$ cat src/rtl/demux1x4_router_pkg.sv
// Shared types and constants for the 1-to-4 demux router.
// Lane indices are 2 bits wide; mode selects static or round-robin targeting.
package demux1x4_router_pkg;

    localparam int NUM_LANES = 4;

    typedef logic [1:0] lane_idx_t;

    localparam logic MODE_SEL = 1'b0;
    localparam logic MODE_RR  = 1'b1;

endpackage

$ cat src/rtl/demux_lane_slot.sv
// One output lane of the router: a single registered entry and its valid bit,
// plus a wrapping count of the words this lane has accepted.
module demux_lane_slot
    import demux1x4_router_pkg::*;
#(
    parameter int DATA_W = 4,
    parameter int CNT_W  = 8
) (
    input  logic              clk,
    input  logic              rst_n,
    input  logic              load,
    input  logic [DATA_W-1:0] din,
    input  logic              out_ready,
    output logic              out_valid,
    output logic [DATA_W-1:0] dout,
    output logic [CNT_W-1:0]  cnt
);

    logic              valid_q, valid_d;
    logic [DATA_W-1:0] data_q,  data_d;
    logic [CNT_W-1:0]  cnt_q,   cnt_d;

    // A load wins over a drain, so a lane can empty and refill in one cycle.
    always_comb begin
        valid_d = valid_q;
        data_d  = data_q;
        cnt_d   = cnt_q;
        if (load) begin
            valid_d = 1'b1;
            data_d  = din;
            cnt_d   = cnt_q + CNT_W'(1);
        end else if (valid_q && out_ready) begin
            valid_d = 1'b0;
        end
    end

    always_ff @(posedge clk or negedge rst_n) begin
        if (!rst_n) begin
            valid_q <= 1'b0;
            data_q  <= '0;
            cnt_q   <= '0;
        end else begin
            valid_q <= valid_d;
            data_q  <= data_d;
            cnt_q   <= cnt_d;
        end
    end

    assign out_valid = valid_q;
    assign dout      = data_q;
    assign cnt       = cnt_q;

endmodule

$ cat src/rtl/demux1x4_router.sv
// 1-to-4 valid/ready demux: each input word goes to the lane picked by s, or
// to the round-robin pointer in RR mode. A full, stalled target blocks input.
module demux1x4_router
    import demux1x4_router_pkg::*;
#(
    parameter int DATA_W = 4,
    parameter int CNT_W  = 8
) (
    input  logic              clk,
    input  logic              rst_n,
    input  logic              mode,
    input  logic [1:0]        s,
    input  logic              in_valid,
    output logic              in_ready,
    input  logic [DATA_W-1:0] I,
    output logic [3:0]        out_valid,
    input  logic [3:0]        out_ready,
    output logic [DATA_W-1:0] f0,
    output logic [DATA_W-1:0] f1,
    output logic [DATA_W-1:0] f2,
    output logic [DATA_W-1:0] f3,
    output logic [CNT_W-1:0]  cnt0,
    output logic [CNT_W-1:0]  cnt1,
    output logic [CNT_W-1:0]  cnt2,
    output logic [CNT_W-1:0]  cnt3,
    output logic [1:0]        rr_ptr
);

    lane_idx_t         rr_ptr_q, rr_ptr_d;
    lane_idx_t         tgt;
    logic              fire;
    logic [3:0]        load;
    logic [DATA_W-1:0] f_arr   [NUM_LANES];
    logic [CNT_W-1:0]  cnt_arr [NUM_LANES];

    assign tgt      = (mode == MODE_SEL) ? s : rr_ptr_q;
    assign in_ready = !out_valid[tgt] || out_ready[tgt];
    assign fire     = in_valid && in_ready;

    always_comb begin
        load = '0;
        for (int k = 0; k < NUM_LANES; k++) begin
            load[k] = fire && (tgt == lane_idx_t'(k));
        end
    end

    // Pointer only moves on an accepted word in RR mode; a stall never skips.
    always_comb begin
        rr_ptr_d = rr_ptr_q;
        if (fire && (mode == MODE_RR)) begin
            rr_ptr_d = rr_ptr_q + lane_idx_t'(1);
        end
    end

    always_ff @(posedge clk or negedge rst_n) begin
        if (!rst_n) begin
            rr_ptr_q <= '0;
        end else begin
            rr_ptr_q <= rr_ptr_d;
        end
    end

    for (genvar k = 0; k < NUM_LANES; k++) begin : g_lane
        demux_lane_slot #(
            .DATA_W (DATA_W),
            .CNT_W  (CNT_W)
        ) u_slot (
            .clk       (clk),
            .rst_n     (rst_n),
            .load      (load[k]),
            .din       (I),
            .out_ready (out_ready[k]),
            .out_valid (out_valid[k]),
            .dout      (f_arr[k]),
            .cnt       (cnt_arr[k])
        );
    end

    assign f0     = f_arr[0];
    assign f1     = f_arr[1];
    assign f2     = f_arr[2];
    assign f3     = f_arr[3];
    assign cnt0   = cnt_arr[0];
    assign cnt1   = cnt_arr[1];
    assign cnt2   = cnt_arr[2];
    assign cnt3   = cnt_arr[3];
    assign rr_ptr = rr_ptr_q;

endmodule
$ cat config.mk
export PLATFORM = sky130hd
export DESIGN_NAME = demux1x4_router
export DESIGN_NICKNAME = d
export VERILOG_FILES = /design/src/rtl/demux1x4_router_pkg.sv /design/src/rtl/demux_lane_slot.sv /design/src/rtl/demux1x4_router.sv
export SDC_FILE = /design/constraint.sdc
export NUM_CORES = 1
export LEC_CHECK = 0
export BUFFER_PORTS_ARGS = -buffer_cell sky130_fd_sc_hd__buf_2
export CAP_MARGIN = 20
export CORE_MARGIN = 8
export CORE_UTILIZATION = 40
export CTS_CLUSTER_DIAMETER = 80
export DETAILED_ROUTE_END_ITERATION = 7
export GPL_TIMING_DRIVEN = 1
export PLACE_DENSITY = 0.64
export SLEW_MARGIN = 20
export SYNTH_ARGS = -nofsm -noshare
export SYNTH_HDL_FRONTEND = slang
export SYNTH_SLANG_ARGS = --single-unit
$ cat constraint.sdc
create_clock -name clk -period 1.65 [get_ports clk]
set_input_delay 0.2475 -clock clk [delete_from_list [all_inputs] [get_ports clk]]
set_output_delay 0.2475 -clock clk [all_outputs]
set_load 0.03 [all_outputs]
==> flow_summary.json, run 1 <==
{
  "remaining_drc_errors": 0,
  "status": "complete, but fails checks",
  "vdd_drop_max_uv": 808.3,
  "cp.arrival_ns": 1.55,
  "drt_pass1_iterations": 4,
  "vias_per_cell": 4.777,
  "synth_flop_cell": "dfrtp_1",
  "seqCellArea_sq_um": 1354,
  "fin_ws_ns": -0.1434,
  "numCtsBuffers": 5,
  "final_cell_area_sq_um": 3080,
  "critPathMaxFanout": 3,
  "syn_area_per_cell_sq_um": 11.25,
  "max_freq_mhz": 557.6,
  "synthArstFlopShare_pct": 100.0,
  "cts_tree": "built",
  "maxSlewHeadroom_pct": 80.19,
  "multi_input_area_sq_um": 1022,
  "rsz0062_at_grt": "true",
  "clockBufferDepth": 2,
  "critPathCaptureType": "primary output",
  "syn_to_final_growth_pct": 27.96,
  "tightest_slew_ns": 0.2971,
  "synth.cell_area_sq_um": 2407,
  "nets": 318,
  "die_area_sq_um": 8756,
  "yosysSeqAreaShare_pct": 56.13,
  "layout_commonest_cell": "buf_2",
  "ios": 69,
  "ys_ff_latch": 54,
  "clockRootBuffer": "clkbuf_8",
  "cap_violations": 0,
  "fin_tns_setup_ns": -0.1834,
  "antenna_cells": 0,
  "slowest_stage": "dfrtp_2",
  "postRouteAntennaNets": 0,
  "dp_slack_ns": -0.06923,
  "start_util_pct": 40.90,
  "fillCellCount": 560,
  "syn_inst": 214,
  "synth_area_leaders": "dfrtp_1 56%, nand2_1 9.0%, xnor2_1 8.7%",
  "vias": 1796,
  "drtIter0Drc": 55,
  "final-setup-viol-count": 2,
  "maxSlewViolCount": 0,
  "cp_cell_sequence": "mux2i_4 > mux2i_2 > mux2i_4 > buf_6",
  "startpoint_type": "register",
  "grt_overflow": 0,
  "synth.distinct_cells": 26,
  "skew_ns": 0.006123,
  "grt_max_degree": 55,
  "dpl_cell_area_sq_um": 2904,
  "crit_path_max_incr_delay_ns": 0.44,
  "rows": 28,
  "p_per_area_nw_per_um2": 1753,
  "syn_nets": 232,
  "die_height_um": 93.58,
  "cp.required_ns": 1.40,
  "path_class": "register to primary output",
  "min_period_ns": 1.793,
  "insertion_delay_ns": 0.30,
  "place_congestion": 0.7833,
  "clock-sinks": 54,
  "cp_common_cell": "mux2i_4",
  "grt_pass1_wl_um": 9811,
  "hold_class": "input pin to register",
  "htree_levels": 2,
  "final_layout_size_suffix_gt1_share_pct": 38.54,
  "final_cell_mix": "67 x buf_2, 58 x nand2_1, 52 x dfrtp_1",
  "die_w_um": 93.58,
  "yosys.area.top_type": "dfrtp_1",
  "finalCritPeriodShare_pct": 108.7,
  "drt_wl_total_um": 5630,
  "dp_hpwl_um": 4148,
  "io_buffers": 68,
  "synth-edff-count": 0,
  "wire_per_inst_um": 14.97,
  "ys_warn_count": 0,
  "antenna_found_initial": 0,
  "track_usage_pct": 13.91,
  "hold_viol": 0,
  "path_clk_slew_ns": 0.09,
  "synthDominantCellAreaShare_pct": 56.13,
  "failed_checks": "setup timing",
  "core_sq_um": 5886,
  "grt_pass1_vias": 1982,
  "leakage_nw": 1.599
}
-- cell type report --
class / instances / area share, %
clock buffer: 7 / 2.803
clock inverter: 1 / 0.1625
inverter: 3 / 0.3656
multi-input combinational: 149 / 33.18
sequential: 54 / 43.95
tap: 75 / 3.046
timing repair buffer: 87 / 16.49
-- repair_timing --
action                                  CTS  global route
gates resized for setup                   3             9
hold buffers                              1             0
endpoints found under the hold margin    54             0
endpoints found under the setup margin    1            21
pin swaps                                 1             5
gates cloned                              0             0
buffers inserted                          4             1
-- kinds of logic after synthesis --
group                    share of synthesized area, %
AND/OR/NAND/NOR                                 21.05
flip-flops                                      56.13
XOR/XNOR                                        10.91
buffers and inverters                           3.066
multiplexers                                    6.445
adder cells (fa/ha/maj)                         2.079
AO/OA/AOI/OAI                                  0.3120
-- state kept, by name (all words and copies together) (netlist names) --
name	count
g_lane.u_slot.cnt	32
g_lane.u_slot.out_valid	4
g_lane.u_slot.dout	16
rr_ptr	2
-- Yosys cell counts (2+ instances only) --
master	number
and3_1	4
buf_2	2
buf_4	4
buf_6	2
dfrtp_1	54
ha_1	4
inv_1	3
mux2_2	6
mux2i_1	2
mux2i_4	3
nand2_1	58
nand2b_1	4
nand3_1	12
nand4_1	11
nand4_2	2
nor2_1	3
nor3_1	3
xnor2_1	24
xor2_1	6
-- per-stage QoR --
stage	hold slack [ns]	power [mW]	util [%]	cells
after floorplan	-0.04809	3.814	-	214
after global placement	0.2655	4.570	49.34	362
after detailed placement	0.2714	4.611	49.34	362
after CTS	0.1937	5.438	51.76	375
after global routing	0.2001	5.767	52.34	376
final	0.1954	5.401	52.34	376
-- power breakdown --
group | switching (mW) | internal [mW]
clock | 0.414 | 0.340
combinational | 1.61 | 0.847
sequential | 0.414 | 1.77
total | 2.44 | 2.96
-- metal layers --
metal  up-vias  part of all wire (%)  global-route usage [%]
met5         -                     0                       0
met3         7                   4.8                   2.965
met4         0                   1.4                   4.756
met2        41                    50                   24.21
met1       867                    44                   16.56
li1        881                     -                       -
-- final timing paths --
kind / startpoint / endpoint / slack [ns] / depth (start not counted)
max: rr_ptr[1] / in_ready / -0.14 / 4
min: I[3] / g_lane[1].u_slot.dout[3] / 0.20 / 3
max reg2reg: rr_ptr[1] / g_lane[3].u_slot.cnt[7] / -0.04 / 6
min reg2reg: g_lane[0].u_slot.cnt[7] / g_lane[0].u_slot.cnt[7] / 0.48 / 1
max in group asynchronous: rst_n / rr_ptr[0] / 0.92 / 3
min in group asynchronous: rst_n / g_lane[0].u_slot.cnt[3] / 0.45 / 3
-- critical path, delay by kind of cell, from the launching register on --
kind	cells	cell delay [ns]
multiplexers	3	0.64
flip-flops	1	0.44
buffers and inverters	1	0.15
Power figures use the tool's default switching activity.
==> run 2, diff against run 1 <==
- ABC_AREA: default -> 1
- PLACE_DENSITY: 0.64 -> 0.62
- RECOVER_POWER: default -> 100
==> run 2 against run 1 <==
Effect of this change: the run still ends with setup timing left; sequential cell count stayed put; die area up 18%; maximum frequency grew 1.6%; clock skew shrank 0.00060 ns; critical path type unchanged; largest cell class is now multi-input combinational cells.
==> flow_summary.json, run 2 <==
{
  "nets": 466,
  "fin_util_pct": 54.19,
  "failed_checks": "setup timing",
  "critPathCaptureType": "primary output",
  "max_freq_mhz": 566.7,
  "vdd_drop_max_uv": 672.9,
  "grt_pass1_wl_um": 12650,
  "dp_hpwl_um": 5391,
  "htree_levels": 2,
  "slowest_stage": "dfrtp_2",
  "syn_to_final_growth_pct": 33.16,
  "core_sq_um": 7176,
  "antenna_found_initial": 0,
  "final_cell_mix": "112 x nand2_1, 55 x nand4_1, 55 x clkbuf_1",
  "grt_max_degree": 27,
  "io_buffers": 68,
  "antenna_cells": 0,
  "startpoint_type": "register",
  "p_per_area_nw_per_um2": 1572,
  "place_congestion": 0.8076,
  "reg2reg_depth": 12,
  "synthArstFlopShare_pct": 100.0,
  "rsz0062_at_grt": "true",
  "die_w_um": 101.4,
  "tightest_slew_ns": 0.5924,
  "synth_commonest_cells": "124 x nand2_1, 55 x nand4_1, 54 x dfrtp_1, 22 x inv_1, 16 x nand3_1",
  "clock-sinks": 54,
  "yosysSeqAreaShare_pct": 46.27,
  "final-setup-viol-count": 38,
  "synth-edff-count": 0,
  "path_clk_slew_ns": 0.10,
  "ys_warn_count": 0,
  "drt_pass1_iterations": 4,
  "die_height_um": 101.4,
  "critPathMaxFanout": 6,
  "syn_area_per_cell_sq_um": 8.273,
  "min_path_cells": 2,
  "clockRootBuffer": "clkbuf_8",
  "clockBufferDepth": 2,
  "synth.cell_area_sq_um": 2920,
  "track_usage_pct": 15.37,
  "cp_cell_sequence": "nand2_4 > nand2_4 > o21ai_1 > nand2_1 > nand2_2 > nand2_4 > buf_6 > buf_6",
  "start_util_pct": 40.70,
  "hold_viol": 0,
  "yosysMostFrequentCell": "nand2_1",
  "synthDominantCellAreaShare_pct": 46.27,
  "cap_violations": 0,
  "drtIter0Drc": 158,
  "hold_class": "input pin to register",
  "syn_inst": 353,
  "maxSlewHeadroom_pct": 60.50,
  "status": "complete, but fails checks",
  "insertion_delay_ns": 0.32,
  "path_class": "register to primary output",
  "dp_slack_ns": -0.04841,
  "synth.distinct_cells": 19,
  "remaining_drc_errors": 0,
  "final_layout_size_suffix_gt1_share_pct": 23.16,
  "synth_flop_cell": "dfrtp_1",
  "cts_tree": "built",
  "cp.required_ns": 1.40,
  "cp.arrival_ns": 1.52,
  "largest_reg_flops": 32,
  "postRouteAntennaNets": 0,
  "numCtsBuffers": 5,
  "drt_wl_total_um": 8391,
  "cp_common_cell": "nand2_4",
  "grt_pass1_vias": 2536,
  "die_area_sq_um": 10290,
  "p_total_mw": 6.113,
  "synth_area_leaders": "dfrtp_1 46%, nand2_1 16%, nand4_1 12%",
  "crit_path_max_incr_delay_ns": 0.43,
  "vias_per_cell": 5.124,
  "wire_per_inst_um": 15.31,
  "layout_commonest_cell": "nand2_1",
  "skew_ns": 0.005522,
  "maxSlewViolCount": 0,
  "syn_nets": 371,
  "fin_ws_ns": -0.1145,
  "yosys.area.top_type": "dfrtp_1",
  "ios": 69,
  "ys_ff_latch": 54,
  "vias": 2808,
  "rows": 31,
  "finalCritPeriodShare_pct": 106.9,
  "leakage_nw": 1.955,
  "grt_overflow": 0,
  "min_period_ns": 1.765
}
-- run 2: changes by cell type in the layout (fill, tap and decap cells not counted), sizes merged, moves of 7 or more --
cell	change
xnor2	-17
nand2	+78
nand4	+42
xor2	+7
nor2	+9
inv	+20
nand3	+10
clkbuf	+58
buf	-38
-- run 2: kinds of logic after synthesis --
logic type	Yosys count	synth area share (%)
simple gates	222	36.55
flops	54	46.27
buf+inv	47	8.440
xor+xnor	20	5.998
compound gates	6	1.028
fa+ha+maj	4	1.714
-- run 2: per-stage QoR --
step           instance area, sq um  hold slack, ns  std cells  setup TNS (ns)
2_1_floorplan                  2923        -0.04809        353               0
3_3_place_gp                   3397          0.2429        515               0
3_5_place_dp                   3397          0.2482        515         -0.3559
4_1_cts                        3625         0.09648        531        -0.07960
5_1_grt                        3889         0.09935        548          -6.629
6_report                       3889          0.1002        548          -2.314
-- run 2: timing repair --
action	in CTS	in global routing
resized for setup	6	47
hold endpoints to repair	19	0
gates cloned	3	6
setup endpoints to repair	15	54
setup buffers	4	11
pin swaps	4	29
hold buffers	1	0
-- run 2: area by class of cell --
type	count	area [sq um]
Sequential cell	54	1354
Clock buffer	5	68.82
Timing Repair Buffer	109	742.0
Multi-Input combinational cell	255	1474
Tap cell	99	123.9
Fill cell	681	3287
Inverter	23	86.33
Clock inverter	3	40.04
-- run 2: report_power, final --
part	total (mW)	internal, mW	switching, mW	leakage (nW)
combinational	3.04	1.06	1.98	1.19
sequential	2.16	1.73	0.430	0.704
clock	0.914	0.448	0.466	0.0579
total	6.11	3.24	2.87	1.96
-- run 2: path summary, 6_finish.rpt --
check | start | end | slack [ns]
hold / removal | out_ready[0] | g_lane[0].u_slot.out_valid | 0.10
setup / recovery | rr_ptr[0] | in_ready | -0.11
hold reg to reg | g_lane[0].u_slot.dout[3] | g_lane[0].u_slot.dout[3] | 0.49
min in group asynchronous | rst_n | rr_ptr[1] | 0.42
max in group asynchronous | rst_n | g_lane[0].u_slot.cnt[0] | 0.27
setup reg to reg | rr_ptr[0] | g_lane[3].u_slot.cnt[6] | -0.09
-- run 2: metal layers --
metal | global-route usage, % | up-vias | routed length (um)
met4 | 3.780 | 0 | 123
li1 | - | 1364 | -
met5 | 0 | - | 0
met2 | 23.89 | 89 | 3885
met3 | 3.849 | 12 | 618
met1 | 20.85 | 1343 | 3764
-- run 2: worst max-delay path, delay by kind of cell (launching register included) --
kind	cells	cell delay (ns)
compound gates	1	0.14
simple gates	5	0.40
flops	1	0.43
buf+inv	2	0.24
